### config.mk
export PLATFORM = sky130hd
export DESIGN_NAME = instr_encoder
export DESIGN_NICKNAME = d
export VERILOG_FILES = /design/src/rtl/instr_encoder.sv
export SDC_FILE = /design/constraint.sdc
export NUM_CORES = 1
export LEC_CHECK = 0
export BUFFER_PORTS_ARGS = -buffer_cell sky130_fd_sc_hd__buf_2
export CORE_ASPECT_RATIO = 1.25
export CORE_MARGIN = 2
export CORE_UTILIZATION = 30
export DETAILED_ROUTE_END_ITERATION = 10
export HOLD_SLACK_MARGIN = 0.08
export PLACE_DENSITY_LB_ADDON = 0.05
export SYNTH_ARGS = -nofsm -noshare
export SYNTH_HDL_FRONTEND = slang
export SYNTH_SLANG_ARGS = --single-unit
### constraint.sdc
create_clock -name clk -period 4.6 [get_ports clk]
set_input_delay 0.69 -clock clk [delete_from_list [all_inputs] [get_ports clk]]
set_output_delay 0.69 -clock clk [all_outputs]
set_load 0.02 [all_outputs]
### src/rtl/instr_encoder.sv
// ----------------------------------------------------------------------------
// instr_encoder
//
// Packs the fields of one RV32 instruction into a 32-bit word. The format is
// selected by fmt: 0=R, 1=I, 2=S, 3=B, 4=U, 5=J. The word is encoded
// combinationally, and {err, instr} is then queued in a 2-entry FIFO. The FIFO
// head drives the output port.
//
// Optional feature:
//   INSTR_ENCODER_RANGE_CHECK_EN - When defined, out_err is also raised if the
//                                  immediate cannot be represented in the
//                                  selected format (wrong width or misaligned).
//                                  The encoded word is unchanged.
//                                  When undefined, out_err flags only illegal
//                                  fmt values (6, 7).
//
// Ports:
//   clk, rst_n      clock; asynchronous active-low reset
//   in_valid/ready  request handshake; in_ready = (count < 2), and is held low
//                   until the first clock edge after reset is released
//   fmt             instruction format; 6 and 7 are illegal
//   opcode          bits [6:0] of every format
//   rd, rs1, rs2    register fields; fields not used by fmt are ignored
//   funct3, funct7  function fields; funct7 is used by R only
//   imm             32-bit two's-complement immediate, truncated per format
//   out_valid/ready output handshake; out_valid = (count != 0)
//   out_instr       encoded word at the FIFO head; 0 when out_valid = 0
//   out_err         error flag at the FIFO head; 0 when out_valid = 0
// ----------------------------------------------------------------------------
module instr_encoder (
   input  logic        clk,
   input  logic        rst_n,
   input  logic        in_valid,
   output logic        in_ready,
   input  logic [2:0]  fmt,
   input  logic [6:0]  opcode,
   input  logic [4:0]  rd,
   input  logic [4:0]  rs1,
   input  logic [4:0]  rs2,
   input  logic [2:0]  funct3,
   input  logic [6:0]  funct7,
   input  logic [31:0] imm,
   output logic        out_valid,
   input  logic        out_ready,
   output logic [31:0] out_instr,
   output logic        out_err
);

   localparam logic [2:0] FMT_R = 3'd0;
   localparam logic [2:0] FMT_I = 3'd1;
   localparam logic [2:0] FMT_S = 3'd2;
   localparam logic [2:0] FMT_B = 3'd3;
   localparam logic [2:0] FMT_U = 3'd4;
   localparam logic [2:0] FMT_J = 3'd5;

   localparam logic [1:0] FIFO_DEPTH = 2'd2;

   // -------------------------------------------------------------------------
   // Combinational encoder
   // -------------------------------------------------------------------------
   logic [31:0] enc_instr;
   logic        enc_err;
   logic        fmt_illegal;
   logic        range_err;

   // NOTE: a combinational block assigns a default first so that every path
   // drives every output. Otherwise a latch is inferred.
   always_comb begin
      enc_instr = 32'h0;
      case (fmt)
         FMT_R:   enc_instr = {funct7, rs2, rs1, funct3, rd, opcode};
         FMT_I:   enc_instr = {imm[11:0], rs1, funct3, rd, opcode};
         FMT_S:   enc_instr = {imm[11:5], rs2, rs1, funct3, imm[4:0], opcode};
         FMT_B:   enc_instr = {imm[12], imm[10:5], rs2, rs1, funct3,
                               imm[4:1], imm[11], opcode};
         FMT_U:   enc_instr = {imm[31:12], rd, opcode};
         FMT_J:   enc_instr = {imm[20], imm[10:1], imm[11], imm[19:12],
                               rd, opcode};
         default: enc_instr = 32'h0;   // illegal fmt encodes as all-zero
      endcase
   end

   assign fmt_illegal = (fmt > FMT_J);

`ifdef INSTR_ENCODER_RANGE_CHECK_EN
   // An immediate fits an N-bit signed field when every bit above bit N-1 is
   // a copy of bit N-1. In that case the slice [31:N-1] is all zeros or all
   // ones.
   logic sext12;
   logic sext13;
   logic sext21;

   assign sext12 = (&imm[31:11]) | ~(|imm[31:11]);
   assign sext13 = (&imm[31:12]) | ~(|imm[31:12]);
   assign sext21 = (&imm[31:20]) | ~(|imm[31:20]);

   always_comb begin
      range_err = 1'b0;
      case (fmt)
         FMT_I, FMT_S: range_err = ~sext12;
         FMT_B:        range_err = ~sext13 | imm[0];    // branch offsets are even
         FMT_J:        range_err = ~sext21 | imm[0];    // jump offsets are even
         FMT_U:        range_err = |imm[11:0];          // low 12 bits are dropped
         default:      range_err = 1'b0;                // R never flagged
      endcase
   end
`else
   assign range_err = 1'b0;
`endif

   assign enc_err = fmt_illegal | range_err;

   // -------------------------------------------------------------------------
   // 2-entry FIFO
   // -------------------------------------------------------------------------
   logic [1:0]  count_q,    count_d;
   logic        wr_ptr_q,   wr_ptr_d;
   logic        rd_ptr_q,   rd_ptr_d;
   logic        ready_en_q, ready_en_d;
   logic [32:0] mem_q [2];
   logic [32:0] mem_d [2];
   logic [32:0] head;
   logic        push;
   logic        pop;

   // ready_en_q is cleared by reset and set by the first clock edge that
   // follows release. This keeps in_ready low for the whole time reset is
   // asserted.
   assign in_ready  = ready_en_q && (count_q < FIFO_DEPTH);
   assign out_valid = (count_q != 2'd0);

   assign push = in_valid  && in_ready;
   assign pop  = out_valid && out_ready;

   always_comb begin
      ready_en_d = 1'b1;
      // push is never true when full, and pop is never true when empty.
      // The sum therefore stays within 0..2.
      count_d    = count_q + {1'b0, push} - {1'b0, pop};
      // A single-bit pointer wraps modulo 2 when toggled.
      wr_ptr_d   = wr_ptr_q ^ push;
      rd_ptr_d   = rd_ptr_q ^ pop;
      mem_d      = mem_q;
      if (push) begin
         mem_d[wr_ptr_q] = {enc_err, enc_instr};
      end
   end

   // NOTE: sequential state uses non-blocking assignments. Every flop
   // therefore samples its _d value from before the edge, whatever order the
   // statements are in.
   always_ff @(posedge clk or negedge rst_n) begin
      if (!rst_n) begin
         count_q    <= 2'd0;
         wr_ptr_q   <= 1'b0;
         rd_ptr_q   <= 1'b0;
         ready_en_q <= 1'b0;
      end else begin
         count_q    <= count_d;
         wr_ptr_q   <= wr_ptr_d;
         rd_ptr_q   <= rd_ptr_d;
         ready_en_q <= ready_en_d;
      end
   end

   // NOTE: the storage array has no reset. Nothing is read from it unless
   // count_q says the slot holds a word, and the outputs are gated with
   // out_valid. Clearing the array would only add reset fan-out.
   always_ff @(posedge clk) begin
      mem_q <= mem_d;
   end

   // -------------------------------------------------------------------------
   // Outputs: FIFO head, forced to zero while the FIFO is empty
   // -------------------------------------------------------------------------
   assign head      = mem_q[rd_ptr_q];
   assign out_instr = out_valid ? head[31:0] : 32'h0;
   assign out_err   = out_valid ? head[32]   : 1'b0;

endmodule

After elaboration in Yosys (flattened, before gate mapping) --
Cells that the tools add are included.
Cells by class: reduce and logical (&&, ||, !) cells 6, div/mod/pow operators 0, shift operators 0, $mul 0, $lt $le $gt $ge 5, eq/ne operators 5, bitwise gates (word level) 4, add/subtract/negate cells 2, multiplexer cells 9
Operators by type and width (number):
- $pmux 32 s6 | 1
- $mux 33 | 4
- $bwmux 66 | 1
- $demux 33 s1 | 1
- $mux 32 | 1
- $eq 3x2->1 const B | 2
- $eq 3x3->1 const B | 2
- $ge 2x2->1 const B | 2
- $logic_and 1x1->1 | 4
- $not 1->2 | 2
- $eq 3x1->1 const B | 1
- $gt 3x3->1 const B | 1
- $logic_not 3->1 | 1
- $add 2x1->2 | 1
- $lt 2x1->1 const B | 1
- $lt 2x2->1 const B | 1
- $reduce_bool 2->1 | 1
- $sub 2x1->2 | 1
- $xor 1x1->1 | 2
- $mux 1 | 1
Storage, ports and cells: register bits after elaboration 71, bits in writable memories 0, output and inout bits 35, memories kept 0, input bits 71, memory bits (read-only) 0, bits in latches 0, word-level logic and storage cells 37

Longest topological paths before layout --
word-level depth 6, gate-level depth with buffers 8

Worst setup path after synthesis --
Ideal clock, no wire load.
kind reg-to-reg, start register count_q[1], end register mem_q[0] (netlist name) (enable), stages on the path, launching flop included 4, buffers on the path 0, data required time 4.207 ns, arrival time 1.839 ns, setup slack 2.368 ns, cell sequence dfrtp_1 nor2b_1 and2_1 ha_1
On the way: cells in the longest elaborated chain, start to end 3
Ends and longest elaborated chain:
- from (decl) | line 116 | logic [1:0] count_q, count_d;
- from (signal assigned) | line 159 | count_q <= count_d;
- $lt 2x2->1 | line 129 | assign in_ready = ready_en_q && (count_q < FIFO_DEPTH);
- $logic_and 1x1->1 | line 129
- net in_ready | line 34 | output logic in_ready,
- $logic_and 1x1->1 | line 132 | assign push = in_valid && in_ready;
- to (signal assigned) | line 170 | mem_q <= mem_d;
- to (decl) | line 120 | logic [32:0] mem_q [2];
The timed path passes the listed nets, and every way through them passes these cells. A chain may end at the register's enable or synchronous reset.

Final worst setup path --
start register rd_ptr_q, end output out_instr[31]
On the way: cells in the longest elaborated chain, start to end 5
Ends and longest elaborated chain:
- from (decl) | line 118 | logic rd_ptr_q, rd_ptr_d;
- from (signal assigned) | line 161 | rd_ptr_q <= rd_ptr_d;
- $not 1->2 (implied by the code) | line 176 | assign head = mem_q[rd_ptr_q];
- $mux 33 (implied by the code) (3 in series) | line 176
- $mux 32 | line 177 | assign out_instr = out_valid ? head[31:0] : 32'h0;
- to (decl) | line 45 | output logic [31:0] out_instr,
No other way between the ends. The select of a mux whose other input is x is not followed.

==> reports/qor_table.md <==
| Parameter | Reported | Unit |
|---|---|---|
| Max clock buf depth | 2 | - |
| Number of buffers inserted to repair setup after CTS | 0 | - |
| Transition time at the pin with the least slew margin | 1.073 | ns |
| Data required time of the worst path | 3.91 | ns |
| All-Layer GR Usage | 13.22 | % |
| Post-synthesis instance area | 0.003326 | sq mm |
| Initial DRC Count | 104 | - |
| Worst path cell trace | mux2i_1, nor2_1, buf_2 | - |
| Maximum fanout count along the critical path | 34 | - |
| Cells after synthesis | 257 | - |
| Final Skew | 0.005407 | ns |
| Power per unit of standard cell area | 541.5 | mW/mm^2 |
| Max-Cap Viols | 0 | - |
| Total of warnings raised by yosys | 0 | - |
| Static Leakage | 1.807 | nW |
| Net count after synthesis | 332 | - |
| Tightest slew margin relative to the limit | 28.45 | % |
| Shortest period the worst path allows | 2.688 | ns |
| CTS tree | built | - |
| Worst IR drop on VDD | 0.1709 | mV |
| Maximum number of pins on one net before global-route repair | 35 | - |
| Vias per std cell | 4.620 | - |
| Nets | 432 | - |
| Core region area | 0.01098 | sq mm |
| Period utilization | 58.43 | % |
| Drt pass-1 iters | 4 | - |
| Worst setup slack before clock tree synthesis | 2.169 | ns |
| Critical path's slowest cell | dfrtp_2 | - |
| Filler cell count in the final layout | 1118 | - |
| # DRC | 0 | - |
| Setup-failing EPs final | 0 | - |
| Cell chosen for the clock root | clkbuf_16 | - |
| Number of pins exceeding their max-slew limit in the final report | 0 | - |
| Biggest area consumer among synthesized cells | edfxtp_1 | - |
| Half-perimeter wire length of the detailed placement result | 5017 | um |
| Initial core utilization | 30.30 | % |
| Timing-limited maximum frequency | 372.1 | MHz |
| Post-cts hold buffer count | 0 | - |
| Routability-driven placement congestion ratio | 0.7526 | - |
| TritonCTS Buffers | 9 | - |
| Top-area cell type share of the netlist area | 59.59 | % |
| Share of post-route cells with drive strength above 1 | 33.61 | % |
| Number of standard-cell rows in the floorplan | 43 | - |
| Critical path capture point type | output port | - |
| Resize count post-CTS | 0 | - |
| Port-buffer cells | 105 | - |
| Total number of H-tree levels | 3 | - |
| Vias in the first global route | 2294 | - |
| Total grt overflow | 0 | - |
| Aggregate negative setup slack | 0 | ns |
| Delay of the slowest cell on the worst path | 1.06 | ns |
| Post-detailed-route wirelength per cell | 15.51 | um |
| Element type at the critical path start | flop | - |
| Antenna violation net count after detailed routing | 0 | - |
| Worst-skew pair later-pin latency | 0.33 | ns |
| Synth top area cells | edfxtp_1 60%, mux2i_1 12%, nor2_1 3.8% | - |
| Count of endpoints failing hold in the final timing report | 0 | - |
| Total Die Area | 0.01195 | sq mm |
| Antenna diode count | 0 | - |
| Sum of routed wire length over all layers | 7679 | um |
| FF+latch count, synth | 71 | - |
| Count of vias placed by the detailed router | 2287 | - |
| Die span in y | 121.7 | um |
| Part of the Yosys area used for sequential elements | 63.36 | % |
| RSZ-0062 raised after global routing | no | - |
| Data arrival time at the worst-slack endpoint | 2.00 | ns |
| Classification of the worst setup path | reg2out | - |
| Slack of the worst reg-to-reg path | 2.22 | ns |
| Family of cells with the greatest summed delay on the critical path | flip-flops | - |
| Worst hold path type | in2async | - |
| Horizontal die dimension | 98.17 | um |
| Mean area per synthesized cell | 12.94 | sq um |
| Top-level I/O count | 106 | - |
| Clock-pin slew reported for the worst setup and hold paths after clock tree synthesis | 0.05 | ns |
| First-pass GRT wire length | 11770 | um |
| Antenna violations before repair | 0 | - |
| Run status | complete, no violations | - |
| Final WS setup | 1.912 | ns |
| Sinks on the clock net | 71 | - |
| Sum of buffers and inverters on the critical path | 1 | - |
| Synth-to-Final Area Change | 25.73 | % |
| Layout Utilization | 38.10 | % |
| Number of distinct library cell variants in the gate-level netlist after synthesis | 28 | - |
## metal layers
layer / global-route usage (%) / up-vias / share of wire (%)
met5: 0 / - / 0
met4: 4.623 / 0 / 0.87
met3: 5.164 / 6 / 6.9
met2: 22.65 / 72 / 51
met1: 15.12 / 1084 / 41
li1: - / 1125 / -
## Yosys cell counts
cell type and instances:
edfxtp_1 66, mux2i_1 41, nor2_1 34, nand2_1 16, inv_1 15, o21ai_0 15, a22o_1 12, and2_1 9
buf_2 6, buf_4 5, dfrtp_1 5, a22oi_1 4, ha_1 4, o2bb2ai_1 4, a21oi_1 3, clkbuf_1 3
mux2_2 2, nor2b_1 2, xnor2_1 2, a311o_1 1, and2b_1 1, buf_6 1, clkbuf_2 1, conb_1 1
nand2b_1 1, nor2_2 1, nor3b_1 1, xor2_1 1
## worst reg2reg max path: stages, from the launching register on
cell     delay [ns]
dfrtp_1        0.42
nor2_4         0.71
inv_1          0.12
and2_1         0.23
ha_1           0.28
inv_1          0.04
ha_1           0.18
xnor2_1        0.18
xnor2_1        0.15
## sequential cells by signal, summed over array words and instances (netlist names)
name and flops:
mem_q 66, count_q 2, rd_ptr_q 1, ready_en_q 1
wr_ptr_q 1
## power breakdown
part	total, W	internal [W]	leakage [nW]	switching (W)
clock	0.000588	0.000354	0.120	0.000235
sequential	0.000904	0.000799	0.664	0.000106
combinational	0.000772	0.000302	1.02	0.000470
## placed cells by master, fill, tap and decap left out
master,n
buf_2,105
edfxtp_1,66
mux2i_1,41
nor2_1,34
nand2_1,16
inv_1,15
o21ai_0,15
a22o_1,12
and2_1,9
clkbuf_16,9
a22oi_1,4
o2bb2ai_1,4
dfrtp_1,4
a21oi_1,3
nor2b_1,2
xnor2_1,2
mux2_2,2
ha_1,2
ha_2,2
clkinv_1,2
clkbuf_1,2
nor2_4,1
and2b_1,1
nor3b_1,1
nand2b_1,1
a311o_1,1
xor2_1,1
clkinv_2,1
dfrtp_2,1
conb_1,1
## layout make-up
type	instances	area (sq um)	area share, %
multi-input cells	155	1077	25.76
clock inverters	3	12.51	0.2992
clock buffers	11	232.7	5.566
flip-flops and latches	71	2108	50.42
inverters	15	56.30	1.346
repair buffers	105	525.5	12.57
well taps	135	168.9	4.039
## final timing paths
kind,depth (start not counted),start,to
min in group clk,1,count_q[1],count_q[1]
setup / recovery,3,rd_ptr_q,out_instr[31]
max in group asynchronous,1,rst_n,rd_ptr_q
hold reg to reg,1,count_q[1],count_q[1]
setup reg to reg,8,count_q[1],count_q[1]
hold / removal,1,rst_n,ready_en_q
## through the flow
step | cell area, sq um | instances | hold slack (ns) | total power [W]
floorplan | 3326 | 257 | 0.3944 | 0.001436
global placement | 3936 | 481 | 0.5186 | 0.001711
detailed placement | 3936 | 481 | 0.5148 | 0.001715
CTS | 4182 | 495 | 0.1630 | 0.002310
global route | 4182 | 495 | 0.1667 | 0.002408
finish | 4182 | 495 | 0.1677 | 0.002264
## kinds of logic after synthesis
family          synth area share, %
fa+ha+maj                     1.505
flops                         63.36
other cells                  0.1128
simple gates                  8.540
xor+xnor                     0.7902
compound gates                8.126
mux                           13.02
buf+inv                       4.552
Power figures use the tool's default switching activity.
